[src/rtl/apb_master_param_if.sv]
// Bundle of the upstream request/response handshake and the APB4 bus for apb_master_param.
// The master modport is the requester's view; the slave modport is everything on the far side.
interface apb_master_param_if #(
   parameter int ADDR_W = 32,
   parameter int DATA_W = 32,
   parameter int NSLV   = 4
);
   localparam int STRB_W = DATA_W / 8;

   logic                     req_valid;
   logic                     req_ready;
   logic                     req_write;
   logic [ADDR_W-1:0]        req_addr;
   logic [DATA_W-1:0]        req_wdata;
   logic [STRB_W-1:0]        req_strb;
   logic [2:0]               req_prot;

   logic                     rsp_valid;
   logic [DATA_W-1:0]        rsp_rdata;
   logic                     rsp_err;
   logic                     rsp_timeout;

   logic [ADDR_W-1:0]        PADDR;
   logic [2:0]               PPROT;
   logic [NSLV-1:0]          PSEL;
   logic                     PENABLE;
   logic                     PWRITE;
   logic [DATA_W-1:0]        PWDATA;
   logic [STRB_W-1:0]        PSTRB;
   logic [NSLV-1:0]          PREADY;
   logic [NSLV*DATA_W-1:0]   PRDATA;
   logic [NSLV-1:0]          PSLVERR;

   logic [1:0]               Out_State;

   modport master (
      input  req_valid, req_write, req_addr, req_wdata, req_strb, req_prot,
      input  PREADY, PRDATA, PSLVERR,
      output req_ready, rsp_valid, rsp_rdata, rsp_err, rsp_timeout,
      output PADDR, PPROT, PSEL, PENABLE, PWRITE, PWDATA, PSTRB, Out_State
   );

   modport slave (
      output req_valid, req_write, req_addr, req_wdata, req_strb, req_prot,
      output PREADY, PRDATA, PSLVERR,
      input  req_ready, rsp_valid, rsp_rdata, rsp_err, rsp_timeout,
      input  PADDR, PPROT, PSEL, PENABLE, PWRITE, PWDATA, PSTRB, Out_State
   );
endinterface

[src/rtl/apb_master_param.sv]
// Parametrised APB4 requester: registers upstream requests, decodes a slave select
// from an address field and runs Idle/Setup/Access with decode-error and timeout handling.
module apb_master_param #(
   parameter int ADDR_W  = 32,
   parameter int DATA_W  = 32,
   parameter int NSLV    = 4,
   parameter int SEL_LSB = 12,
   parameter int TIMEOUT = 16
) (
   input logic                PCLK,
   input logic                PRESETn,
   apb_master_param_if.master bus
);
   localparam int STRB_W = DATA_W / 8;
   localparam int IDX_W  = (NSLV > 1) ? $clog2(NSLV) : 1;
   localparam int CNT_W  = (TIMEOUT > 0) ? $clog2(TIMEOUT + 1) : 1;
   localparam logic [IDX_W:0]   NSLV_V   = (IDX_W + 1)'(NSLV);
   localparam logic [CNT_W-1:0] CNT_LAST = (TIMEOUT > 0) ? CNT_W'(TIMEOUT - 1) : '0;
   localparam logic [CNT_W-1:0] CNT_MAX  = CNT_W'(TIMEOUT);

   typedef enum logic [1:0] {
      IDLE   = 2'd0,
      SETUP  = 2'd1,
      ACCESS = 2'd2
   } state_t;

   state_t              state_q;
   logic [ADDR_W-1:0]   paddr_q;
   logic [DATA_W-1:0]   pwdata_q;
   logic [STRB_W-1:0]   pstrb_q;
   logic [2:0]          pprot_q;
   logic                pwrite_q;
   logic [IDX_W-1:0]    idx_q;
   logic [CNT_W-1:0]    cnt_q;
   logic                rspValid_q;
   logic                rspErr_q;
   logic                rspTimeout_q;
   logic [DATA_W-1:0]   rspRdata_q;

   logic [IDX_W-1:0]    idx_d;
   logic                selReady;
   logic                selErr;
   logic [DATA_W-1:0]   selRdata;
   logic                inAccess;
   logic                decErr;
   logic                timeoutHit;
   logic                done;
   logic                accept;

   always_comb begin
      idx_d = '0;
      if (NSLV > 1)
         idx_d = bus.req_addr[SEL_LSB +: IDX_W];
   end

   // Only the registered slave's PREADY/PSLVERR/PRDATA are ever looked at.
   always_comb begin
      selReady = 1'b0;
      selErr   = 1'b0;
      selRdata = '0;
      for (int i = 0; i < NSLV; i++) begin
         if (idx_q == IDX_W'(i)) begin
            selReady = bus.PREADY[i];
            selErr   = bus.PSLVERR[i];
            selRdata = bus.PRDATA[i*DATA_W +: DATA_W];
         end
      end
   end

   assign inAccess   = (state_q == ACCESS);
   assign decErr     = ({1'b0, idx_q} >= NSLV_V);
   assign timeoutHit = (TIMEOUT != 0) && inAccess && !selReady && !decErr && (cnt_q == CNT_LAST);
   assign done       = inAccess && (selReady || decErr || timeoutHit);
   assign accept     = bus.req_valid && bus.req_ready;

   assign bus.req_ready   = (state_q == IDLE) || done;
   assign bus.PENABLE     = inAccess;
   assign bus.PADDR       = paddr_q;
   assign bus.PWRITE      = pwrite_q;
   assign bus.PWDATA      = pwdata_q;
   assign bus.PSTRB       = pstrb_q;
   assign bus.PPROT       = pprot_q;
   assign bus.Out_State   = state_q;
   assign bus.rsp_valid   = rspValid_q;
   assign bus.rsp_rdata   = rspRdata_q;
   assign bus.rsp_err     = rspErr_q;
   assign bus.rsp_timeout = rspTimeout_q;

   // An out-of-range index leaves every select low.
   always_comb begin
      bus.PSEL = '0;
      if (state_q == SETUP || state_q == ACCESS) begin
         for (int i = 0; i < NSLV; i++) begin
            if (idx_q == IDX_W'(i))
               bus.PSEL[i] = 1'b1;
         end
      end
   end

   always_ff @(posedge PCLK or negedge PRESETn) begin
      if (!PRESETn) begin
         state_q      <= IDLE;
         paddr_q      <= '0;
         pwdata_q     <= '0;
         pstrb_q      <= '0;
         pprot_q      <= '0;
         pwrite_q     <= 1'b0;
         idx_q        <= '0;
         cnt_q        <= '0;
         rspValid_q   <= 1'b0;
         rspErr_q     <= 1'b0;
         rspTimeout_q <= 1'b0;
         rspRdata_q   <= '0;
      end else begin
         rspValid_q <= 1'b0;

         if (accept) begin
            paddr_q  <= bus.req_addr;
            pwdata_q <= bus.req_wdata;
            pstrb_q  <= bus.req_write ? bus.req_strb : '0;
            pprot_q  <= bus.req_prot;
            pwrite_q <= bus.req_write;
            idx_q    <= idx_d;
         end

         // Counter saturates at TIMEOUT so a long stall can never wrap it.
         if (state_q == SETUP)
            cnt_q <= '0;
         else if (inAccess && cnt_q != CNT_MAX)
            cnt_q <= cnt_q + 1'b1;

         if (done) begin
            rspValid_q   <= 1'b1;
            rspErr_q     <= decErr || timeoutHit || (selReady && selErr);
            rspTimeout_q <= timeoutHit;
            rspRdata_q   <= (!pwrite_q && selReady && !selErr) ? selRdata : '0;
         end

         case (state_q)
            IDLE:    if (accept) state_q <= SETUP;
            SETUP:   state_q <= ACCESS;
            ACCESS:  if (done) state_q <= bus.req_valid ? SETUP : IDLE;
            default: state_q <= IDLE;
         endcase
      end
   end
endmodule

[src/flat_wrapper.sv]
// flat-port wrapper written by rule: the top's interface ports become plain ports
module apb_master_param_flat 
#(
   parameter int ADDR_W  = 32,
   parameter int DATA_W  = 32,
   parameter int NSLV    = 4,
   parameter int SEL_LSB = 12,
   parameter int TIMEOUT = 16
)
  (PCLK, PRESETn, bus_req_valid, bus_req_write, bus_req_addr, bus_req_wdata, bus_req_strb, bus_req_prot, bus_PREADY, bus_PRDATA, bus_PSLVERR, bus_req_ready, bus_rsp_valid, bus_rsp_rdata, bus_rsp_err, bus_rsp_timeout, bus_PADDR, bus_PPROT, bus_PSEL, bus_PENABLE, bus_PWRITE, bus_PWDATA, bus_PSTRB, bus_Out_State);
  apb_master_param_if #(.ADDR_W(ADDR_W), .DATA_W(DATA_W), .NSLV(NSLV)) bus_i ();
  input logic PCLK;
  input logic PRESETn;
  input wire logic [$bits(bus_i.req_valid)-1:0] bus_req_valid;
  input wire logic [$bits(bus_i.req_write)-1:0] bus_req_write;
  input wire logic [$bits(bus_i.req_addr)-1:0] bus_req_addr;
  input wire logic [$bits(bus_i.req_wdata)-1:0] bus_req_wdata;
  input wire logic [$bits(bus_i.req_strb)-1:0] bus_req_strb;
  input wire logic [$bits(bus_i.req_prot)-1:0] bus_req_prot;
  input wire logic [$bits(bus_i.PREADY)-1:0] bus_PREADY;
  input wire logic [$bits(bus_i.PRDATA)-1:0] bus_PRDATA;
  input wire logic [$bits(bus_i.PSLVERR)-1:0] bus_PSLVERR;
  output wire logic [$bits(bus_i.req_ready)-1:0] bus_req_ready;
  output wire logic [$bits(bus_i.rsp_valid)-1:0] bus_rsp_valid;
  output wire logic [$bits(bus_i.rsp_rdata)-1:0] bus_rsp_rdata;
  output wire logic [$bits(bus_i.rsp_err)-1:0] bus_rsp_err;
  output wire logic [$bits(bus_i.rsp_timeout)-1:0] bus_rsp_timeout;
  output wire logic [$bits(bus_i.PADDR)-1:0] bus_PADDR;
  output wire logic [$bits(bus_i.PPROT)-1:0] bus_PPROT;
  output wire logic [$bits(bus_i.PSEL)-1:0] bus_PSEL;
  output wire logic [$bits(bus_i.PENABLE)-1:0] bus_PENABLE;
  output wire logic [$bits(bus_i.PWRITE)-1:0] bus_PWRITE;
  output wire logic [$bits(bus_i.PWDATA)-1:0] bus_PWDATA;
  output wire logic [$bits(bus_i.PSTRB)-1:0] bus_PSTRB;
  output wire logic [$bits(bus_i.Out_State)-1:0] bus_Out_State;
  assign bus_i.req_valid = bus_req_valid;
  assign bus_i.req_write = bus_req_write;
  assign bus_i.req_addr = bus_req_addr;
  assign bus_i.req_wdata = bus_req_wdata;
  assign bus_i.req_strb = bus_req_strb;
  assign bus_i.req_prot = bus_req_prot;
  assign bus_i.PREADY = bus_PREADY;
  assign bus_i.PRDATA = bus_PRDATA;
  assign bus_i.PSLVERR = bus_PSLVERR;
  assign bus_req_ready = bus_i.req_ready;
  assign bus_rsp_valid = bus_i.rsp_valid;
  assign bus_rsp_rdata = bus_i.rsp_rdata;
  assign bus_rsp_err = bus_i.rsp_err;
  assign bus_rsp_timeout = bus_i.rsp_timeout;
  assign bus_PADDR = bus_i.PADDR;
  assign bus_PPROT = bus_i.PPROT;
  assign bus_PSEL = bus_i.PSEL;
  assign bus_PENABLE = bus_i.PENABLE;
  assign bus_PWRITE = bus_i.PWRITE;
  assign bus_PWDATA = bus_i.PWDATA;
  assign bus_PSTRB = bus_i.PSTRB;
  assign bus_Out_State = bus_i.Out_State;
  apb_master_param #(.ADDR_W(ADDR_W), .DATA_W(DATA_W), .NSLV(NSLV), .SEL_LSB(SEL_LSB), .TIMEOUT(TIMEOUT)) u_core (.PCLK(PCLK), .PRESETn(PRESETn), .bus(bus_i));
endmodule
[config.mk]
export PLATFORM = sky130hd
export DESIGN_NAME = apb_master_param_flat
export DESIGN_NICKNAME = d
export VERILOG_FILES = /design/src/rtl/apb_master_param_if.sv /design/src/rtl/apb_master_param.sv /design/src/flat_wrapper.sv
export SDC_FILE = /design/constraint.sdc
export NUM_CORES = 1
export LEC_CHECK = 0
export CORE_UTILIZATION = 44
export DETAILED_ROUTE_END_ITERATION = 10
export PLACE_DENSITY_LB_ADDON = 0.08
export SYNTH_ARGS = -nofsm -noshare
export SYNTH_HDL_FRONTEND = slang
export SYNTH_SLANG_ARGS = --single-unit
[constraint.sdc]
create_clock -name PCLK -period 3.4 [get_ports PCLK]
set_input_delay 0.68 -clock PCLK [delete_from_list [all_inputs] [get_ports PCLK]]
set_output_delay 0.68 -clock PCLK [all_outputs]
set_load 0.01 [all_outputs]
==> impl_results.md, run 1 <==
* First drt pass iteration count at 7
* 1st-iter DRT viols at 680
* RSZ-0062 raised after global routing: no
* DRC Markers at 0
* CTS Hold Bufs at 0
* Post-synth ARST share at 100%
* Vias at around 7,600
* CP Launch Type: input port
* Antenna Violating Nets Remaining at 0
* Pwr dens at slightly below 900 nW/µm²
* CP max FO at 2
* Final setup fails at 0
* Vias in the first global route at 7,587
* Root buf cell: clkbuf_16
* Critical path's largest stage delay at 0.66 ns
* Number of distinct library cells after synthesis at 39
* Starting Density at around 46%
* Placed instance count at ~1,200
* Syn_nets at slightly above 900
* Via-to-Cell Ratio at roughly 6.4
* Clk_lat worst skew at just over 0.4 ns
* Total die area at between 15,000 and 20,000 µm²
* Max Cap Viol at 0
* Worst path slowest cell: mux4_4
* Clock sinks at 114
* Top FF cell, synth: dfrtp_1
* Number of flops mapped to enable cells by yosys at 0
* Pwr Total at about 10000 µW
* Gr ovfl total at 0
* Total GRT Usage at about 31%
* Synthesized flop and latch total at approximately 110
* Share of cells above drive strength 1 at under 10%
* Final Hold Fails at 0
* Most used cell, CP: clkdlybuf4s50_1
* Leakage at about 0.0043 µW
* H-tree depth at 4
* Resized cells post-CTS at 0
* Io pins at approximately 330
* Largest net degree at the start of global routing at 149
* Synth top cells by count: dfrtp_1, nand3_1, clkbuf_1
* Worst Tran Pin Value at 1.20 ns
* Core area at between 15,000 and 20,000 µm²
* Register area share after synthesis at approximately two fifths
* Syn-to-layout area delta at 54.3%
* FMAX at approximately 310 MHz
* Ys Warns at 0
* Die W at between 100 and 150 µm
* HPWL Detailed at around 18 mm
* Worst-case clock skew at 0.00969 ns
* Reg clk slew, reported paths at around 0.060 ns
* Crit path time final at about 3.2 ns
* Top cells by area, synth: dfrtp_1, mux4_2, or4b_1, a221oi_1, o211ai_1
* Proportion of netlist area held by the largest area contributor at between 30% and 40%
* Post-synthesis area per instance at 10.7 µm²
* Max clock buf depth at 2
* Worst EP required at 2.72 ns
* Layout Nets at between 1,000 and 1,500
* Max-slew violation count at 0
* CP Cell Sequence: clkdlybuf4s50_1 > mux4_4 > o21ai_2 > nand2_1 > clkdlybuf4s50_1
* RD Place Congestion at ~0.9
* Final period util at between 90% and 100%
* Rel. slew slack at 19.7%
* Non-filler cells in the finished layout at about 1,200
* Setup bufs post-CTS at 0
* CTS tree: done
* Largest area contributor in the netlist: dfrtp_1
* Global-route wire length before repair at roughly 42 mm
* Peak VDD IR at between 500 and 600 µV
* Initial antenna violation count at 1
* CTS Buf Count at 17
* Outcome: finished clean
* Setup TNS at 0 ns
* DR WL/cell at 22.4 µm
* Worst hold path class: input port to asynchronous set/reset pin
* # port buffers at 325
* CP Data Arrival Time at roughly 2.5 ns
* Die span in y at 131 µm
* WL final at around 27 mm
* Util after Layout at 70.6%
* Setup crit end kind: output port
* Mapped Cells at just under 700
* Area of the mapped netlist at about 7400 µm²
* Most common cell in the netlist: dfrtp_1
* Rows at 46
* WS Path Type: input port to output port
## cell families after synthesis
group / Yosys count / share of synthesized area [%]
mux: 36 / 10.7
flops: 114 / 38.7
fa+ha+maj: 7 / 1.19
compound gates: 189 / 20.8
xor+xnor: 1 / 0.119
simple gates: 241 / 23.0
buf+inv: 99 / 5.47
## worst paths after layout
path	start	end	slack, ns	cells after the start
min in group PCLK	u_core.bus.rsp_rdata[0]	u_core.bus.rsp_rdata[0]	0.50	1
setup reg to reg	u_core.bus.Out_State[0]	u_core.bus.PWDATA[20]	0.76	7
setup / recovery	bus_PREADY[1]	bus_req_ready	0.19	5
hold / removal	PRESETn	u_core.bus.PWDATA[19]	0.36	1
max in group asynchronous	PRESETn	u_core.cnt_q[1]	2.21	2
hold reg to reg	u_core.bus.rsp_rdata[0]	u_core.bus.rsp_rdata[0]	0.50	1
## critical path: cells and delay by family
family,cells,cell delay [ns]
AOI/OAI and AO/OA,1,0.16
buffers and inverters,2,0.95
muxes,1,0.66
and+or+nand+nor,1,0.07
## final cells by class
class	instances	area, µm²
Clock inverter	11	183
Tap cell	216	270
Antenna cell	1	2.50
Sequential cell	114	2850
Inverter	10	37.5
Multi-Input combinational cell	474	4150
Clock buffer	21	460
Timing Repair Buffer	341	3420
Fill cell	1158	4740
## power by group
group	internal, µW	switching, µW	total, µW
Combinational	2880	2580	5460
Sequential	2000	542	2540
Clock	1330	631	1960
## stage by stage
| stage | setup WS (ns) | hold slack, ns | cell area [µm²] |
|---|---|---|---|
| floorplan | 0.864 | 0.384 | 7370 |
| global placement | 0.202 | 0.491 | 10700 |
| detailed placement | 0.215 | 0.491 | 10700 |
| CTS | 0.210 | 0.415 | 11400 |
| global route | 0.154 | 0.433 | 11400 |
| finish | 0.195 | 0.363 | 11400 |
## cells in the final DEF, fill, tap and decap left out, types with 4 or more instances in the layout
cell,instances
clkdlybuf4s50_1,323
dfrtp_1,113
nand3_1,74
o211ai_1,71
a221oi_1,71
nor2b_1,69
or4b_1,66
mux4_2,33
a22o_1,32
clkbuf_16,17
buf_4,13
inv_1,10
or4b_2,6
a21oi_1,5
ha_1,5
clkinv_2,5
bufinv_16,5
nor3b_1,4
and2_1,4
buf_12,4
## state kept, by name, indices dropped and copies added, names as in the netlist
register / count
u_core.bus.Out_State: 2
u_core.bus.PADDR: 31
u_core.bus.PPROT: 3
u_core.bus.PSTRB: 4
u_core.bus.PWDATA: 32
u_core.bus.PWRITE: 1
u_core.bus.rsp_err: 1
u_core.bus.rsp_rdata: 32
u_core.bus.rsp_timeout: 1
u_core.bus.rsp_valid: 1
u_core.cnt_q: 5
u_core.idx_q: 1
## layer usage
metal	vias to the layer above	part of all wire [%]	routed length, µm	GRT usage (%)
met5	-	0	0	0
met4	0	2.5	676	11.2
met3	50	7.3	1950	8.37
met2	358	50	13400	51.2
met1	3834	40	10600	38.3
li1	3341	-	-	-
Note: power is estimated with default switching activity, not from simulation.
==> run 2: changes to the inputs <==
HOLD_SLACK_MARGIN = 0.05   (was default)
==> results of run 2 <==
No change in the layout: final DEF, timing and power equal those of run 1.
